File: config.mk
export PLATFORM = sky130hd
export DESIGN_NAME = btn_debounce_nch
export DESIGN_NICKNAME = d
export VERILOG_FILES = /design/src/rtl/btn_deb_pkg.sv /design/src/rtl/btn_deb_chan.sv /design/src/rtl/btn_debounce_nch.sv
export SDC_FILE = /design/constraint.sdc
export NUM_CORES = 1
export LEC_CHECK = 0
export ABC_CLOCK_PERIOD_IN_PS = 2100
export CORE_MARGIN = 3
export CORE_UTILIZATION = 50
export DETAILED_ROUTE_END_ITERATION = 8
export GPL_ROUTABILITY_DRIVEN = 0
export PLACE_DENSITY = 0.72
export REMOVE_ABC_BUFFERS = 1
export SLEW_MARGIN = 20
export SYNTH_ARGS = -nofsm -noshare
export SYNTH_HDL_FRONTEND = slang
export SYNTH_SLANG_ARGS = --single-unit
File: constraint.sdc
create_clock -name clk_169344 -period 2.1 [get_ports clk_169344]
set_input_delay 0.42 -clock clk_169344 [delete_from_list [all_inputs] [get_ports clk_169344]]
set_output_delay 0.42 -clock clk_169344 [all_outputs]
set_load 0.01 [all_outputs]
File: src/rtl/btn_deb_pkg.sv
// Shared defaults, constant clog2 helper and per-channel state type for btn_debounce_nch.
package btn_deb_pkg;

  localparam int DEF_N_CH       = 4;
  localparam int DEF_DEPTH      = 3;
  localparam int DEF_LONG_CNT   = 200;
  localparam int DEF_REPEAT_CNT = 40;

  function automatic int clog2(input int value);
    int width;
    int rem;
    width = 0;
    rem   = value - 1;
    while (rem > 0) begin
      width = width + 1;
      rem   = rem >> 1;
    end
    return width;
  endfunction

  typedef enum logic [1:0] {
    REL  = 2'd0,
    PRS  = 2'd1,
    LONG = 2'd2
  } chan_state_e;

endpackage

File: src/rtl/btn_deb_chan.sv
// One button channel: 2-flop sync, DEPTH-sample shift register, REL/PRS/LONG state, hold counter.
// Auto-repeat pulses are generated only when BTN_AUTO_REPEAT_EN is defined.
module btn_deb_chan
  import btn_deb_pkg::*;
#(
  parameter int DEPTH      = DEF_DEPTH,
  parameter int LONG_CNT   = DEF_LONG_CNT,
  parameter int REPEAT_CNT = DEF_REPEAT_CNT
) (
  input  logic clk_169344,
  input  logic rst,
  input  logic btn_raw,
  output logic btn_deb,
  output logic btn_press,
  output logic btn_release,
  output logic btn_long,
  output logic btn_repeat
);

  localparam int              CNT_W   = clog2(LONG_CNT + 1);
  localparam logic [CNT_W-1:0] CNT_MAX = CNT_W'(LONG_CNT);

  logic [1:0]       sync_q, sync_d;
  logic [DEPTH-1:0] shift_q, shift_d;
  chan_state_e      state_q, state_d;
  logic             press_q, press_d;
  logic             release_q, release_d;
  logic [CNT_W-1:0] cnt_q, cnt_d;

  always_comb begin
    // NOTE: every signal gets a default before any branch so no path leaves it unassigned and no latch is inferred.
    sync_d    = {sync_q[0], btn_raw};
    shift_d   = {shift_q[DEPTH-2:0], sync_q[1]};
    state_d   = state_q;
    press_d   = 1'b0;
    release_d = 1'b0;
    cnt_d     = cnt_q;

    unique case (state_q)
      REL: if (&shift_q) begin
        state_d = PRS;
        press_d = 1'b1;
      end
      PRS, LONG: if (~|shift_q) begin
        state_d   = REL;
        release_d = 1'b1;
      end
      default: state_d = REL;
    endcase

    // The count starts on the edge after the debounced rise, so LONG lands exactly LONG_CNT edges later.
    if (state_d == REL) begin
      cnt_d = '0;
    end else if (state_q != REL && cnt_q != CNT_MAX) begin
      cnt_d = cnt_q + CNT_W'(1);
    end

    if (state_d == PRS && cnt_d == CNT_MAX) state_d = LONG;
  end

  // NOTE: every flop, including the synchroniser, is cleared by the async reset so outputs read released at once.
  always_ff @(posedge clk_169344 or posedge rst) begin
    if (rst) begin
      sync_q    <= '0;
      shift_q   <= '0;
      state_q   <= REL;
      press_q   <= 1'b0;
      release_q <= 1'b0;
      cnt_q     <= '0;
    end else begin
      // NOTE: non-blocking assignments so every flop samples the pre-edge values together.
      sync_q    <= sync_d;
      shift_q   <= shift_d;
      state_q   <= state_d;
      press_q   <= press_d;
      release_q <= release_d;
      cnt_q     <= cnt_d;
    end
  end

  assign btn_deb     = (state_q != REL);
  assign btn_long    = (state_q == LONG);
  assign btn_press   = press_q;
  assign btn_release = release_q;

`ifdef BTN_AUTO_REPEAT_EN
  localparam int               RPT_W    = clog2(REPEAT_CNT);
  localparam logic [RPT_W-1:0] RPT_LAST = RPT_W'(REPEAT_CNT - 1);

  logic [RPT_W-1:0] rpt_cnt_q, rpt_cnt_d;
  logic             rpt_q, rpt_d;

  // First pulse on the LONG entry edge, then one every REPEAT_CNT edges while LONG holds.
  always_comb begin
    rpt_cnt_d = '0;
    rpt_d     = 1'b0;
    if (state_d == LONG) begin
      if (state_q != LONG || rpt_cnt_q == RPT_LAST) begin
        rpt_d = 1'b1;
      end else begin
        rpt_cnt_d = rpt_cnt_q + RPT_W'(1);
      end
    end
  end

  always_ff @(posedge clk_169344 or posedge rst) begin
    if (rst) begin
      rpt_cnt_q <= '0;
      rpt_q     <= 1'b0;
    end else begin
      rpt_cnt_q <= rpt_cnt_d;
      rpt_q     <= rpt_d;
    end
  end

  assign btn_repeat = rpt_q;
`else
  assign btn_repeat = 1'b0;
`endif

endmodule

File: src/rtl/btn_debounce_nch.sv
// N-channel button conditioner: polarity normalisation plus N_CH independent btn_deb_chan instances.
// Optional auto-repeat outputs are enabled by defining BTN_AUTO_REPEAT_EN.
module btn_debounce_nch
  import btn_deb_pkg::*;
#(
  parameter int N_CH       = DEF_N_CH,
  parameter int DEPTH      = DEF_DEPTH,
  parameter int ACTIVE_LOW = 0,
  parameter int LONG_CNT   = DEF_LONG_CNT,
  parameter int REPEAT_CNT = DEF_REPEAT_CNT
) (
  input  logic            clk_169344,
  input  logic            rst,
  input  logic [N_CH-1:0] btn_in,
  output logic [N_CH-1:0] btn_deb,
  output logic [N_CH-1:0] btn_press,
  output logic [N_CH-1:0] btn_release,
  output logic [N_CH-1:0] btn_long,
  output logic [N_CH-1:0] btn_repeat
);

  logic [N_CH-1:0] btn_norm;

  // Internally a button is always "pressed = 1" from the first synchroniser stage on.
  assign btn_norm = (ACTIVE_LOW != 0) ? ~btn_in : btn_in;

  for (genvar i = 0; i < N_CH; i++) begin : g_chan
    btn_deb_chan #(
      .DEPTH      (DEPTH),
      .LONG_CNT   (LONG_CNT),
      .REPEAT_CNT (REPEAT_CNT)
    ) u_chan (
      .clk_169344  (clk_169344),
      .rst         (rst),
      .btn_raw     (btn_norm[i]),
      .btn_deb     (btn_deb[i]),
      .btn_press   (btn_press[i]),
      .btn_release (btn_release[i]),
      .btn_long    (btn_long[i]),
      .btn_repeat  (btn_repeat[i])
    );
  end

endmodule

# After elaboration in Yosys (flattened, before gate mapping)
# Index checks and enable logic that the tools add are counted.
# word_totals
out_inout_bits,20
inputBits,6
wordCells,120
regBits,68
# op_classes
add_sub_neg,4
n_eq_ne,20
n_reduce_logical,32
mux,40
# op_table
cell,count
$mux W8,8
$add A8 B1 Y8 const B,4
$eq A8 B8 Y1 const B,4
$ne A8 B8 Y1 const B,4
$mux W2,12
$eq A2 B1 Y1 const B,8
$logic_not A2 Y1,8
$mux W1,16
$pmux W2 S2,4
$reduce_and A3 Y1,4
$reduce_or A3 Y1,4
$eq A2 B2 Y1 const B,4
$logic_and A1 B1 Y1,8
$reduce_bool A2 Y1,4
$reduce_or A2 Y1,4

# Depth between registers and ports, before layout
# Gate-level depths: netlist of run 1.
# depth
ltp_word,8
ltp_mapped,9
ltp_nobuf,7

# Hierarchy
# From an unflattened synthesis of run 1, not the netlist that was laid out.
# hier_totals
cells_unflattened,336
area_unflattened_um2,3508.4
# by_module_without_submodules
mod,cells_per_inst,area_per_inst_um2,instances
btn_deb_chan,84,877.1,4

# Worst setup path before layout of run 1
# OpenSTA, ideal clock, no wires.
# synth_timing
path_type,register -> register
startpoint,reg g_chan[3].u_chan.state_q[0]
endpoint,reg g_chan[3].u_chan.state_q[1]
slack_ns,0.082
path_buffers,2
synth_period_minus_slack_ns,2.018
setup_time_ns,0.092
arrival_time_ns,1.927
path_stages_with_launch,10
required_ns,2.008
path_cell_list,dfrtp_1 -> inv_1 -> ha_1 -> buf_6 -> o22ai_1 -> a211o_1 -> buf_6 -> nor2_2 -> or4b_1 -> o31ai_2
# synth_between
elab_chain_len,8
elab_cells_between_ends,16
cone_classes,eq/ne (4); mux (6); reduce/logical (6)
# synth_lines
element,line,rtl
"start, declared",btn_deb_chan.sv:25,"chan_state_e state_q, state_d;"
"start signal, assigned",btn_deb_chan.sv:74,state_q <= state_d;
$eq A2 B1 Y1 / $eq A2 B2 Y1 (equally long branches),btn_deb_chan.sv:39,unique case (state_q)
$reduce_or A2 Y1,btn_deb_chan.sv:39,
$pmux W2 S2,btn_deb_chan.sv:39,
$logic_not A2 Y1,btn_deb_chan.sv:52,if (state_d == REL) begin
$mux W8 (*),btn_deb_chan.sv:52,
named net g_chan[3].u_chan.cnt_d[3],btn_deb_chan.sv:28,"logic [CNT_W-1:0] cnt_q, cnt_d;"
$eq A8 B8 Y1 (*),btn_deb_chan.sv:58,if (state_d == PRS && cnt_d == CNT_MAX) state_d = LONG;
$logic_and A1 B1 Y1 (*),btn_deb_chan.sv:58,
$mux W2 (*),btn_deb_chan.sv:58,
named net g_chan[3].u_chan.state_d[1],btn_deb_chan.sv:25,
# Mark *: on every way through the listed nets, which the timed path passes. The rest lies on a longest branch.

# Final worst setup path of run 1
# layout_timing
startpoint,reg g_chan[3].u_chan.cnt_q[0]
endpoint,reg g_chan[3].u_chan.state_q[1]
# layout_between
elab_chain_len,7
elab_cells_between_ends,8
cone_classes,add/sub (1); eq/ne (2); mux (3); reduce/logical (2)
# layout_lines
element,line,rtl
"start, declared",btn_deb_chan.sv:28,
"start signal, assigned",btn_deb_chan.sv:77,cnt_q <= cnt_d;
"parallel branches: the longest is 2 deep, another holds $add A8 B1 Y8",-,
$mux W8 (*),btn_deb_chan.sv:54,end else if (state_q != REL && cnt_q != CNT_MAX) begin
$mux W8 (*),btn_deb_chan.sv:52,
$eq A8 B8 Y1 (*),btn_deb_chan.sv:58,
$logic_and A1 B1 Y1 (*),btn_deb_chan.sv:58,
$mux W2 (*),btn_deb_chan.sv:58,
named net g_chan[3].u_chan.state_d[1],btn_deb_chan.sv:25,
# Mark *: on every way through the listed nets, which the timed path passes.

==> metrics.md, run 1 <==
| Metric | Value |
|---|---|
| Share of the core filled with cells | `0.609` |
| # placed instances | `480` |
| GRT Overall Usage | `0.167` |
| Total number of vias | `2656` |
| Starting density of the core | `0.532` |
| Number of global-route vias before repair | `roughly 2600` |
| Initial antenna violation count | `0` |
| Cell variety after synth | `62` |
| Final setup vio count | `0` |
| Post-detailed-placement half-perimeter wirelength | `about 4500 um` |
| Element type at the critical path start | `register` |
| Pin count of the biggest net entering global routing | `55` |
| Switch share | `0.319` |
| Pins Over Slew Limit | `0` |
| Largest stage delay on the critical path | `0.52 ns` |
| Total die area | `0.00849 sq mm` |
| Wire length of the first global-routing pass | `approximately 11000 um` |
| Max-capacitance violation count | `0` |
| Clock Skews | `0.00862 ns` |
| Aggregate global routing overflow | `0` |
| Total wire length after detailed routing | `6330 um` |
| CTS tree | `yes` |
| Number of diodes | `0` |
| Clock Path Buffers | `2` |
| Io pins | `26` |
| Cell count after synthesis | `374` |
| Total met3 wirelength after detailed routing | `200 um` |
| Clock input transition at the sequential cells of the worst setup and hold paths | `approximately 0.070 ns` |
| Detailed-routed wire length on met2 | `2990 um` |
| Final hold violation count | `0` |
| Per-instance average area after synthesis | `9.93 sq um` |
| Primary flip-flop cell chosen by synthesis mapping | `sky130_fd_sc_hd__dfrtp_1` |
| Ratio of cells with drive above 1 in the final layout | `0.139` |
| Kind of end point of the critical path | `register` |
| NetSw | `0.00124 W` |
| Cell with the largest stage delay on the worst path | `sky130_fd_sc_hd__or4b_4` |
| Max Used Layer | `met4` |
| Portion of total power attributed to the clock network | `0.273` |
| Portion of total power attributed to sequential cells | `0.385` |
| Port-buffer cells | `21` |
| Iteration count of the initial detailed-routing pass | `4` |
| H-Tree Depth | `3` |
| Die Height | `92.2 um` |
| Yosys warning count | `0` |
| Detailed router's first-iteration violation count | `125` |
| Met1 wire length | `2980 um` |
| Type of the setup path with the least slack | `register to register` |
| Shortest period the worst path allows | `2.03 ns` |
| Cells along the critical path | `buf_4, ha_1, nand2b_1, a31oi_1, o32a_1, or4b_4, o31ai_2` |
| Worst Path Required | `2.36 ns` |
| Commonest non-fill, non-tap cells in the layout | `sky130_fd_sc_hd__dfrtp_1 (66), sky130_fd_sc_hd__nor2_1 (56), sky130_fd_sc_hd__inv_1 (27)` |
| Peak VDD IR | `0.423 mV` |
| Status | `finished, final reports clean` |
| Top fanout value on the critical path | `4` |
| Cell internal pwr | `0.00264 W` |
| Post-DRT Antenna Nets | `0` |
| Layout net count | `427` |
| Type of the worst min-delay path | `primary input to async pin` |
| Root cell of the clock tree | `sky130_fd_sc_hd__clkbuf_8` |
| Final std cells w/o fill | `500` |
| Area of the core | `~0.0070 sq mm` |
| Synthesis-to-finish area growth | `14.6%` |
| Proportion of synthesized flip-flops having asynchronous set or reset | `1.00` |
| Period utilisation layout | `0.964` |
| Combined buffer and inverter count along the critical path | `1` |
| Leading cell type in the layout, fill and taps excluded | `sky130_fd_sc_hd__dfrtp_1` |
| CP Data Arrival Time | `approximately 2.3 ns` |
| Fraction of the yosys area taken by sequential cells | `0.458` |
| Die X | `92.2 um` |
| Maximum operating frequency | `0.494 GHz` |
| Summed instance area of the synthesized netlist | `0.00371 sq mm` |
| Average routed wire per standard cell | `approximately 13 um` |
| Flip-flop and latch count after synthesis | `68` |
| Hold buffer count at CTS | `0` |
| Power per Cell Area | `between 900 and 1000 mW/mm^2` |
| Static leakage | `around 1.9 nW` |
| Drt drc | `0` |
| Setup repair after global routing missed its margin | `yes` |
| Count of flip-flops with a built-in enable after synthesis | `0` |
| Average vias per placed instance | `5.31` |
| Worst-Skew Late Latency | `0.34 ns` |
| Number of core rows | `30` |
| Number of buffers added by the clock tree synthesis step | `9` |
| Part of the power in combinational logic | `0.342` |
| Clock Sink Count | `about 70` |
| Dominant delay contributor by cell family on the critical path | `simple AND/OR/NAND/NOR gates` |
-- worst paths after layout --
check / from / endpoint / slack, ns / cells past startpoint
min in group clk_169344: g_chan[0].u_chan.sync_q[0] / g_chan[0].u_chan.sync_q[1] / 0.35 / 0
setup / recovery: g_chan[3].u_chan.cnt_q[0] / g_chan[3].u_chan.state_q[1] / 0.07 / 7
setup reg to reg: g_chan[3].u_chan.cnt_q[0] / g_chan[3].u_chan.state_q[1] / 0.07 / 7
max in group asynchronous: rst / g_chan[0].u_chan.cnt_q[0] / 1.15 / 3
hold / removal: rst / g_chan[3].u_chan.cnt_q[2] / 0.35 / 2
hold reg to reg: g_chan[0].u_chan.sync_q[0] / g_chan[0].u_chan.sync_q[1] / 0.35 / 0
-- cells by family (layout without fill, tap and decap cells) --
kind of cell | after synthesis | after routing | synth area share
simple gates | 136 | 136 | 0.200
flops | 68 | 68 | 0.458
compound gates | 60 | 60 | 0.114
buf+inv | 58 | 85 | 0.0839
xor+xnor | 27 | 27 | 0.0637
fa+ha+maj | 20 | 20 | 0.0674
mux | 4 | 4 | 0.0111
other cells | 1 | 4 | 0.00101
-- metrics by stage --
step | total power [W] | hold WS, ns | area [sq um] | setup slack (ns) | setup TNS (ns)
3_3_place_gp | 0.00274 | 0.332 | 3970 | 0.0226 | 0
4_1_cts | 0.00389 | 0.349 | 4200 | 0.00207 | 0
6_report | 0.00388 | 0.347 | 4250 | 0.0748 | 0
2_1_floorplan | 0.00234 | 0.331 | 3530 | -0.0315 | -2.14
3_5_place_dp | 0.00278 | 0.335 | 3970 | -0.0284 | -0.0284
5_1_grt | 0.00416 | 0.352 | 4250 | -0.0299 | -0.0575
-- state kept, by name, summed over array words and instances, names as in the netlist --
signal / flops
g_chan.u_chan.cnt_q: 32
g_chan.u_chan.shift_q: 12
g_chan.u_chan.state_q: 8
g_chan.u_chan.sync_q: 8
g_chan.u_chan.btn_press: 4
g_chan.u_chan.btn_release: 4
-- power by group through the flow --
stage	Combinational (W)	Sequential, W	Clock, W
after global routing	0.00150	0.00151	0.00114
after floorplan	0.000815	0.00153	0
after global placement	0.00122	0.00152	0
after detailed placement	0.00125	0.00153	0
final	0.00133	0.00150	0.00106
after CTS	0.00131	0.00149	0.00109
-- per-layer routing --
layer  vias to the layer above  GRT usage
li1                       1317          -
met2                        55      0.271
met1                      1269      0.210
met4                         0     0.0891
met5                         -          0
met3                        15     0.0345
-- synthesized netlist by cell type, types with 2 or more instances --
master / number / area (sq um)
sky130_fd_sc_hd__o21bai_1: 3 / 22.5
sky130_fd_sc_hd__nor3_1: 3 / 15.0
sky130_fd_sc_hd__or3_1: 7 / 43.8
sky130_fd_sc_hd__buf_4: 20 / 150
sky130_fd_sc_hd__o21ai_0: 10 / 50.1
sky130_fd_sc_hd__a211o_1: 2 / 17.5
sky130_fd_sc_hd__a21boi_0: 2 / 15.0
sky130_fd_sc_hd__a21oi_1: 15 / 75.1
sky130_fd_sc_hd__xnor2_1: 16 / 140
sky130_fd_sc_hd__nand2b_1: 2 / 12.5
sky130_fd_sc_hd__nor4b_1: 3 / 26.3
sky130_fd_sc_hd__nand4b_1: 4 / 35.0
sky130_fd_sc_hd__nand4_1: 4 / 25.0
sky130_fd_sc_hd__a311o_1: 2 / 20.0
sky130_fd_sc_hd__and4b_1: 3 / 30.0
sky130_fd_sc_hd__inv_1: 31 / 116
sky130_fd_sc_hd__buf_6: 2 / 22.5
sky130_fd_sc_hd__nand3_1: 8 / 40.0
sky130_fd_sc_hd__nand2_1: 16 / 60.1
sky130_fd_sc_hd__clkbuf_1: 2 / 7.51
sky130_fd_sc_hd__nor2_1: 56 / 210
sky130_fd_sc_hd__nor4bb_1: 2 / 20.0
sky130_fd_sc_hd__and3_1: 4 / 25.0
sky130_fd_sc_hd__a21o_1: 3 / 22.5
sky130_fd_sc_hd__xor2_1: 11 / 96.3
sky130_fd_sc_hd__ha_1: 20 / 250
sky130_fd_sc_hd__a31oi_1: 7 / 43.8
sky130_fd_sc_hd__buf_2: 3 / 15.0
sky130_fd_sc_hd__dfrtp_1: 68 / 1700
sky130_fd_sc_hd__or4b_1: 2 / 20.0
sky130_fd_sc_hd__nor4_1: 4 / 25.0
sky130_fd_sc_hd__mux2i_1: 3 / 30.0
sky130_fd_sc_hd__nor2b_1: 6 / 37.5
sky130_fd_sc_hd__o22ai_1: 2 / 12.5
-- layout make-up --
class,instances,area (sq um)
Clock inverter,2,35.0
Multi-Input combinational cell,251,1760
Timing Repair Buffer,40,365
Fill cell,602,2730
Inverter,31,116
Clock buffer,12,155
Sequential cell,68,1700
Tap cell,96,120
-- repair_timing --
action / in CTS / in global routing
pin swaps: 0 / 4
buffers inserted: 4 / 2
cloned: 0 / 0
resized for setup: 5 / 13
endpoints found under the setup margin: 6 / 8
(Power assumes the default switching activity.)
==> run 2, diff against run 1 <==
--- a/config.mk
+++ b/config.mk
@@ -5,12 +5,12 @@
 export SDC_FILE = /design/constraint.sdc
 export NUM_CORES = 1
 export LEC_CHECK = 0
-export ABC_CLOCK_PERIOD_IN_PS = 2100
+export ABC_CLOCK_PERIOD_IN_PS = 2400
 export CORE_MARGIN = 3
 export CORE_UTILIZATION = 50
 export DETAILED_ROUTE_END_ITERATION = 8
 export GPL_ROUTABILITY_DRIVEN = 0
-export PLACE_DENSITY = 0.72
+export PLACE_DENSITY = 0.69
 export REMOVE_ABC_BUFFERS = 1
 export SLEW_MARGIN = 20
 export SYNTH_ARGS = -nofsm -noshare
==> constraint.sdc (replaced) <==
create_clock -name clk_169344 -period 2.4 [get_ports clk_169344]
set_input_delay 0.48 -clock clk_169344 [delete_from_list [all_inputs] [get_ports clk_169344]]
set_output_delay 0.48 -clock clk_169344 [all_outputs]
set_load 0.01 [all_outputs]
==> run 2 against run 1 <==
Against the previous run: worst setup slack better by 0.094 ns; sequential power down 11%; register-to-register slack better by 0.12 ns.
==> metrics.md, run 2 (synthesis results as in run 1) <==
| Metric | Value |
|---|---|
| Largest stage delay on the critical path | `0.48 ns (-0.04 ns)` |
| Final setup vio count | `0 (unchanged)` |
| Aggregate global routing overflow | `0 (unchanged)` |
| Worst Path Required | `1.92 ns (-0.44 ns)` |
| Shortest period the worst path allows | `approximately 2.2 ns` |
| Post-detailed-placement half-perimeter wirelength | `4510 um (+1.0%)` |
| Period utilisation layout | `0.930` |
| Detailed router's first-iteration violation count | `98 (-22%)` |
| Pin count of the biggest net entering global routing | `27 (-51%)` |
| H-Tree Depth | `3 (unchanged)` |
| Drt drc | `0 (unchanged)` |
| Synthesis-to-finish area growth | `9.91%` |
| Tightest Pin Transition | `about 0.60 ns` |
| Max-capacitance violation count | `0 (unchanged)` |
| NetSw | `0.00103 W (-17%)` |
| Register with the most flip-flops | `g_chan.u_chan.cnt_q` |
| Io pins | `26 (unchanged)` |
| Ratio of cells with drive above 1 in the final layout | `0.0771 (-0.0615)` |
| Slew margin rel. | `0.596` |
| Biggest registers after layout | `g_chan.u_chan.cnt_q (32), g_chan.u_chan.shift_q (12)` |
| Clock input transition at the sequential cells of the worst setup and hold paths | `0.07 ns (about the same)` |
| Root cell of the clock tree | `sky130_fd_sc_hd__clkbuf_8` |
| Kind of end point of the critical path | `primary output` |
| Total power after layout | `0.00314 W (-19%)` |
| Total die area | `0.00849 sq mm (unchanged)` |
| Type of the setup path with the least slack | `register to primary output` |
| Commonest non-fill, non-tap cells in the layout | `sky130_fd_sc_hd__dfrtp_1 (68), sky130_fd_sc_hd__nor2_1 (56), sky130_fd_sc_hd__inv_1 (30)` |
| Hold buffer count at CTS | `0 (unchanged)` |
| Average routed wire per standard cell | `12.7 um (+0.24%)` |
| Starting density of the core | `0.532 (unchanged)` |
| Initial antenna violation count | `0 (unchanged)` |
| Setup Fix Bufs, Post-CTS | `0 (-4)` |
| Cells along the critical path | `inv_1, ha_1, inv_1, clkdlybuf4s50_1` |
| Worst-Skew Late Latency | `0.34 ns (about the same)` |
| Element type at the critical path start | `register` |
| Max FFs per register | `32 (unchanged)` |
| Clock Skews | `0.0110 ns (+0.00242 ns)` |
| Clock Sink Count | `68 (unchanged)` |
| Layout net count | `411 (-3.7%)` |
| Port-buffer cells | `21 (unchanged)` |
| Cells resized by post-CTS repair | `0 (-5)` |
| Iteration count of the initial detailed-routing pass | `5 (+1)` |
| Number of buffers added by the clock tree synthesis step | `9 (unchanged)` |
| Static leakage | `1.80 nW (-5.8%)` |
| Number of global-route vias before repair | `2463 (-3.6%)` |
| Cell with the largest stage delay on the worst path | `sky130_fd_sc_hd__clkdlybuf4s50_1` |
| Cell internal pwr | `0.00210 W (-21%)` |
| Part of the power in combinational logic | `0.314 (-0.028)` |
| Total number of vias | `2568 (-3.3%)` |
| Switch share | `0.330 (+0.0107)` |
| Wire length of the first global-routing pass | `11100 um (-2.6%)` |
| Final-layout setup total negative slack | `0 ns (unchanged)` |
| Top fanout value on the critical path | `10 (+6)` |
| Post-DRT Antenna Nets | `0 (unchanged)` |
| Most numerous cell on the critical path | `sky130_fd_sc_hd__inv_1` |
| Leading cell type in the layout, fill and taps excluded | `sky130_fd_sc_hd__dfrtp_1` |
| Setup repair after global routing missed its margin | `no` |
| Average vias per placed instance | `5.29 (-0.32%)` |
| Number of diodes | `0 (unchanged)` |
| Maximum operating frequency | `~0.45 GHz` |
| Power per Cell Area | `769 mW/mm^2 (-16%)` |
| Final hold violation count | `0 (unchanged)` |
| Status | `finished, final reports clean` |
| Portion of total power attributed to the clock network | `0.262 (-0.011)` |
| Pins Over Slew Limit | `0 (unchanged)` |
| Area of the core | `0.00698 sq mm (unchanged)` |
| Total wire length after detailed routing | `6150 um (-2.8%)` |
| Clock Path Buffers | `2 (unchanged)` |
| Type of the worst min-delay path | `register to register` |
| GRT Overall Usage | `0.163 (-0.00373)` |
| CP Data Arrival Time | `1.75 ns (-0.54 ns)` |
| Die X | `92.2 um (unchanged)` |
| Peak VDD IR | `0.332 mV (-21%)` |
| Die Height | `92.2 um (unchanged)` |
| Portion of total power attributed to sequential cells | `0.423 (+0.038)` |
| Fill cell instance count of the final layout | `619 (+2.8%)` |
| Number of core rows | `30 (unchanged)` |
| CTS tree | `yes` |
run 2: cell types whose count changed in the layout (fill, tap and decap cells not counted), moves of 2 or more:
| cell | change |
|---|---|
| sky130_fd_sc_hd__inv_1 | +3 |
| sky130_fd_sc_hd__or4b_4 | -2 |
| sky130_fd_sc_hd__or4b_1 | +2 |
| sky130_fd_sc_hd__ha_2 | +2 |
| sky130_fd_sc_hd__dfrtp_2 | -2 |
| sky130_fd_sc_hd__buf_4 | -17 |
| sky130_fd_sc_hd__dfrtp_1 | +2 |
| sky130_fd_sc_hd__clkdlybuf4s50_1 | +3 |
| sky130_fd_sc_hd__inv_2 | -3 |
| sky130_fd_sc_hd__dlygate4sd2_1 | -2 |
| sky130_fd_sc_hd__ha_4 | -2 |
run 2: through the flow:
stage | setup slack [ns] | hold WS, ns | instances | utilization | instance area [sq um]
global route | 0.0268 | 0.357 | 485 | 0.584 | 4080
floorplan | 0.208 | 0.331 | 350 | - | 3530
detailed placement | 0.185 | 0.335 | 470 | 0.559 | 3910
CTS | 0.0818 | 0.350 | 485 | 0.584 | 4080
finish | 0.168 | 0.348 | 485 | 0.584 | 4080
global placement | 0.256 | 0.333 | 470 | 0.559 | 3910
run 2: per-layer routing:
metal | vias up | wire length (um) | GRT usage
met2 | 42 | 2880 | 0.256
met5 | - | 0 | 0
li1 | 1289 | - | -
met1 | 1229 | 2970 | 0.213
met4 | 0 | 87 | 0.0619
met3 | 8 | 218 | 0.0492
run 2: power by group through the flow:
stage	Clock (W)	Combinational, W	Sequential, W
after CTS	0.000854	0.000985	0.00133
after detailed placement	0	0.000980	0.00135
after floorplan	0	0.000713	0.00134
after global routing	0.000915	0.00111	0.00135
after global placement	0	0.000966	0.00135
final	0.000823	0.000985	0.00133
run 2: critical path: cells and delay by family (launching register included):
kind,cells,cell delay (ns)
DFF,1,0.41
buffers and inverters,3,0.65
adders and majority gates,1,0.36
run 2: layout make-up:
type	instances	area (sq um)	area share
Tap cell	96	120	0.0294
Clock buffer	13	159	0.0389
Timing Repair Buffer	24	258	0.0632
Sequential cell	68	1700	0.417
Clock inverter	2	10.0	0.00245
Inverter	31	116	0.0285
Multi-Input combinational cell	251	1720	0.420
run 2: final timing paths:
check / start / endpoint / slack [ns] / depth (start not counted)
max in group asynchronous: rst / g_chan[2].u_chan.sync_q[1] / 1.33 / 3
setup reg to reg: g_chan[3].u_chan.state_q[0] / g_chan[3].u_chan.state_q[1] / 0.19 / 7
hold / removal: g_chan[2].u_chan.sync_q[1] / g_chan[2].u_chan.shift_q[0] / 0.35 / 0
hold reg to reg: g_chan[2].u_chan.sync_q[1] / g_chan[2].u_chan.shift_q[0] / 0.35 / 0
setup / recovery: g_chan[3].u_chan.state_q[0] / btn_deb[3] / 0.17 / 4
min in group asynchronous: rst / g_chan[1].u_chan.cnt_q[2] / 0.52 / 2
